## src/rtl/pipe_stage_reg.sv

```systemverilog
// DEPTH-stage valid/ready register pipeline with flush, async reset and occupancy count.
// Optional 16-bit saturating output-stall counter when PIPE_STAGE_STALL_CNT_EN is defined.
module pipe_stage_reg #(
   parameter int DATA_W = 71,
   parameter int DEPTH  = 1
) (
   input  logic              clk,
   input  logic              rst,
   input  logic              in_valid,
   output logic              in_ready,
   input  logic [DATA_W-1:0] in_data,
   input  logic              flush,
   output logic              out_valid,
   input  logic              out_ready,
   output logic [DATA_W-1:0] out_data,
   output logic [2:0]        occ
`ifdef PIPE_STAGE_STALL_CNT_EN
  ,output logic [15:0]       stall_cnt
`endif
);

   generate
      if (DEPTH < 1 || DEPTH > 4) begin : g_bad_depth
         $error("pipe_stage_reg: DEPTH must be in 1..4");
      end
   endgenerate

   logic [DEPTH-1:0]  r_valid;
   logic [DATA_W-1:0] r_data [DEPTH];
   logic [2:0]        r_occ;

   logic [DEPTH-1:0]  w_load;
   logic [DEPTH-1:0]  w_cap;
   logic [DEPTH-1:0]  w_valid_nxt;
   logic [2:0]        w_occ_nxt;

   // Ready chain: a stage may load when empty or when the stage ahead loads this cycle.
   always_comb begin
      logic w_l;
      w_l = !r_valid[DEPTH-1] || out_ready;
      w_load = '0;
      w_load[DEPTH-1] = w_l;
      for (int k = DEPTH - 2; k >= 0; k--) begin
         w_l = !r_valid[k] || w_l;
         w_load[k] = w_l;
      end
   end

   assign in_ready = w_load[0] && !flush;

   always_comb begin
      w_valid_nxt = '0;
      w_cap       = '0;
      w_occ_nxt   = '0;
      if (!flush) begin
         w_valid_nxt[0] = w_load[0] ? in_valid : r_valid[0];
         w_cap[0]       = in_valid && w_load[0];
         for (int k = 1; k < DEPTH; k++) begin
            w_valid_nxt[k] = w_load[k] ? r_valid[k-1] : r_valid[k];
            // Bubbles are not copied so idle data registers keep their last payload.
            w_cap[k]       = w_load[k] && r_valid[k-1];
         end
      end
      for (int k = 0; k < DEPTH; k++) begin
         w_occ_nxt = w_occ_nxt + 3'(w_valid_nxt[k]);
      end
   end

   always_ff @(posedge clk or posedge rst) begin
      if (rst) begin
         r_valid <= '0;
         r_occ   <= '0;
         for (int k = 0; k < DEPTH; k++) begin
            r_data[k] <= '0;
         end
      end else begin
         r_valid <= w_valid_nxt;
         r_occ   <= w_occ_nxt;
         if (w_cap[0]) begin
            r_data[0] <= in_data;
         end
         for (int k = 1; k < DEPTH; k++) begin
            if (w_cap[k]) begin
               r_data[k] <= r_data[k-1];
            end
         end
      end
   end

   assign out_valid = r_valid[DEPTH-1];
   assign out_data  = r_data[DEPTH-1];
   assign occ       = r_occ;

`ifdef PIPE_STAGE_STALL_CNT_EN
   logic [15:0] r_stall_cnt;

   always_ff @(posedge clk or posedge rst) begin
      if (rst) begin
         r_stall_cnt <= '0;
      end else if (r_valid[DEPTH-1] && !out_ready && r_stall_cnt != 16'hFFFF) begin
         r_stall_cnt <= r_stall_cnt + 16'd1;
      end
   end

   assign stall_cnt = r_stall_cnt;
`else
   // No stall counter in this build.
`endif

endmodule

```

## config.mk

```make
export PLATFORM = sky130hd
export DESIGN_NAME = pipe_stage_reg
export DESIGN_NICKNAME = d
export VERILOG_FILES = /design/src/rtl/pipe_stage_reg.sv
export SDC_FILE = /design/constraint.sdc
export NUM_CORES = 1
export LEC_CHECK = 0
export CORE_ASPECT_RATIO = 0.5
export CORE_MARGIN = 2
export CORE_UTILIZATION = 25
export CTS_CLUSTER_SIZE = 24
export DETAILED_ROUTE_END_ITERATION = 7
export HOLD_SLACK_MARGIN = 0.05
export SKIP_CTS_REPAIR_TIMING = 1
export SLEW_MARGIN = 20
export SYNTH_ARGS = -nofsm -noshare
export SYNTH_HDL_FRONTEND = slang
export SYNTH_SLANG_ARGS = --single-unit
```

## constraint.sdc

```tcl
create_clock -name clk -period 2.99 [get_ports clk]
set_input_delay 0.4485 -clock clk [delete_from_list [all_inputs] [get_ports clk]]
set_output_delay 0.4485 -clock clk [all_outputs]
set_load 0.05 [all_outputs]
```

Word level (Yosys, flattened, before mapping)
Cells that the tools add are included.
{ "totals": {"out_inout_bits": 76, "wordCells": 11, "ff_bits": 72, "input_bits": 76} }
{ "classes": {"n_reduce_logical": 6, "n_mux": 3} }
{ "ops": {"columns": ["cell", "count"], "rows": [
  ["$mux 1", 3],
  ["$logic_and 1x1->1", 2],
  ["$logic_not 1->1", 2],
  ["$reduce_bool 2->1", 1],
  ["$logic_or 1x1->1", 1]
]} }

Longest topological paths before layout
{ "logic_depth": {"ltp_word": 4, "ltp_mapped": 5, "depth_no_buf": 3} }

Least setup slack after synthesis
No wires, ideal clock.
{ "synth_path": {"kind": "flip-flop to output port", "startpoint": "register, netlist name occ[0]", "endpoint": "output port in_ready", "slack_ns": 1.124, "required_time_ns": 2.542, "path_stages_with_launch": 3, "arrival_ns": 1.417, "path_buffers": 0, "cell_sequence": "dfrtp_1 > nor2b_4 > nor2_1"} }
{ "synth_lines": {"columns": ["element", "line_no", "rtl"], "rows": [
  ["end: declaration", "10", "output logic in_ready,"]
]} }

Final worst setup path
{ "layout_path": {"startpoint": "input port out_ready", "endpoint": "output port in_ready"} }
{ "layout_between": {"elab_chain_cells": 2} }
{ "layout_lines": {"columns": ["element", "line_no", "rtl"], "rows": [
  ["start: declaration", "14", "input logic out_ready,"],
  ["$logic_or 1x1->1", "40", "w_l = !r_valid[DEPTH-1] || out_ready;"],
  ["$logic_and 1x1->1", "49", "assign in_ready = w_load[0] && !flush;"]
]} }
Every way passes these cells.

==> impl_metrics.ini <==
[timing]
holdWs_ps = 508
maxSlewHeadroom_pct = 48.8
slew_violations = 0
fin_ws_ps = 617
fin_skew_ps = 4.00
min_period_over_period_pct = 79.4
finalCriticalPeriod_ps = 2370
setup_violations = 0
tightestPinTransition_ps = 767
rsz0062_at_grt = false
tns_ps = 0
hold_viol_final = 0
fmax_mhz = 421

[die]
die_w_microns = 161
start_util_pct = 25.9
die_h_microns = 82.5
io_pins = 152
std_cell_rows = 28
core-area_sq_um = 11900
die_area_sq_um = 13300

[synthesis]
avgSynthCellArea_sq_um = 19.1
yosysSeqAreaShare_pct = 58.4
syn-cell-area_sq_um = 3080
ys_warn_count = 0
synth.distinct_cells = 11
syn-instance-count = 161
synth-seq-cells = 72

[cts]
ctsRootBufferMaster = clkbuf_16
cts-buffers-inserted = 9
clk_pin_slew_ps = 50
cts_tree = yes
clock_path_buffers = 2
clock_latency_ps = 330
ctsHtreeMaxLevel = 3
clock-sinks = 72

[critical_path]
arrival_ps = 1920
required_ps = 2540
crit_type = primary input to primary output
start_kind = primary input
critPathCaptureType = primary output
worstPathMaxFanout = 3

[job]
cap_violations = 0

[detailed_routing]
vias = 1892
wl_per_cell_microns = 16.0
drt_iter0_markers = 85
drc_errors = 0
drt_wl_total_mm = 7.77
via_per_inst = 3.90
dr.pass1.iters = 3
ant_nets = 0

[min_path]
hp-class = flop to flop

[global_routing]
overflow = 0
first_global_vias = 2113
grt_pass1_wl_mm = 11.5
grt_max_degree = 39
grt_antenna_before_repair = 0
track_usage_pct = 11.6

[power]
pwr-share-clk_pct = 26.5
seq_power_share_pct = 34.5
p_per_area_nw_per_um2 = 727
p_leak_nw = 2.14
swShare_pct = 35.4
intPower_mw = 2.33
p_comb_share_pct = 39.0
ir_drop_uv = 220
p_sw_mw = 1.28

[layout]
drive_above_1_share_pct = 27.5
nNetsFinal = 391
diodes = 0
area_growth_pct = 60.8

[status]
status = completed

[placement]
io_buffers = 149
place_ws_ps = 607
hpwlAfterDp_mm = 5.87
globalplace.congestion = 0.732
==> metrics by stage <==
step / area, sq um / utilization [%] / power [mW] / instances
2_1_floorplan: 3090 / - / 2.16 / 162
3_5_place_dp: 4700 / 39.4 / 2.67 / 469
5_1_grt: 4960 / 41.6 / 3.75 / 485
4_1_cts: 4960 / 41.6 / 3.65 / 485
6_report: 4960 / 41.6 / 3.60 / 485
3_3_place_gp: 4700 / 39.4 / 2.66 / 469
==> sequential cells by signal, summed over array words and instances (netlist names) <==
signal	count
out_data	71
occ	1
==> synthesized netlist by cell type (all sizes together) <==
library cell / instances / share of area [%]
buf: 11 / 5.6
conb: 1 / 0.12
inv: 1 / 0.12
mux2: 71 / 34
nor2b: 1 / 0.45
nor2: 3 / 0.37
dfrtp: 72 / 58
nor3b: 1 / 0.41
==> layer usage <==
layer	track usage, %	share of wire [%]	vias to the layer above
met1	13.4	40	995
li1	-	-	855
met2	20.8	56	30
met5	0	0	-
met3	3.50	2.9	12
met4	4.29	1.6	0
==> path summary, 6_finish.rpt <==
check	slack, ps	cells after the start	startpoint	end
max in group asynchronous	1720	3	rst	out_data[29]
worst min-delay path	510	1	out_data[42]	out_data[42]
worst max register to register	1280	4	occ[0]	out_data[58]
worst max-delay path	620	4	out_ready	in_ready
worst min register to register	510	1	out_data[42]	out_data[42]
min in group asynchronous	590	2	rst	out_data[7]
==> worst max-delay path: stages <==
cell and delay (ps):
clkdlybuf4s50_1 510, nor2b_4 70, nor2_1 90, clkdlybuf4s50_1 810
==> layout by cell type (no fill, tap or decap) <==
cell and instances:
mux2_4 70, dfrtp_1 72, clkdlybuf4s50_1 149, nor3b_4 1
clkbuf_1 6, clkbuf_16 9, mux2_2 1, buf_12 4
nor2b_4 1, conb_1 2, clkbuf_8 1, inv_2 1
nor2_1 3
==> power groups by stage <==
| stage | clock [mW] | combinational, mW | sequential (mW) |
|---|---|---|---|
| 5_1_grt | 1.04 | 1.45 | 1.27 |
| 2_1_floorplan | 0 | 0.333 | 1.83 |
| 3_5_place_dp | 0 | 1.41 | 1.26 |
| 6_report | 0.954 | 1.40 | 1.24 |
| 3_3_place_gp | 0 | 1.41 | 1.25 |
| 4_1_cts | 0.988 | 1.42 | 1.25 |
==> final cells by class <==
cell class | instances | area (sq um)
repair buffers | 153 | 1570
fillers | 1087 | 6950
multi-input cells | 78 | 1110
clock buffers | 16 | 262
flip-flops and latches | 72 | 1800
well taps | 165 | 206
inverters | 1 | 3.75
==> cell families after synthesis <==
group | count (synthesis) | share of synthesized area [%]
other | 1 | 0.122
multiplexers | 71 | 34.5
flip-flops | 72 | 58.4
buffers and inverters | 12 | 5.76
AND/OR/NAND/NOR | 5 | 1.22
(Power assumes the default switching activity.)
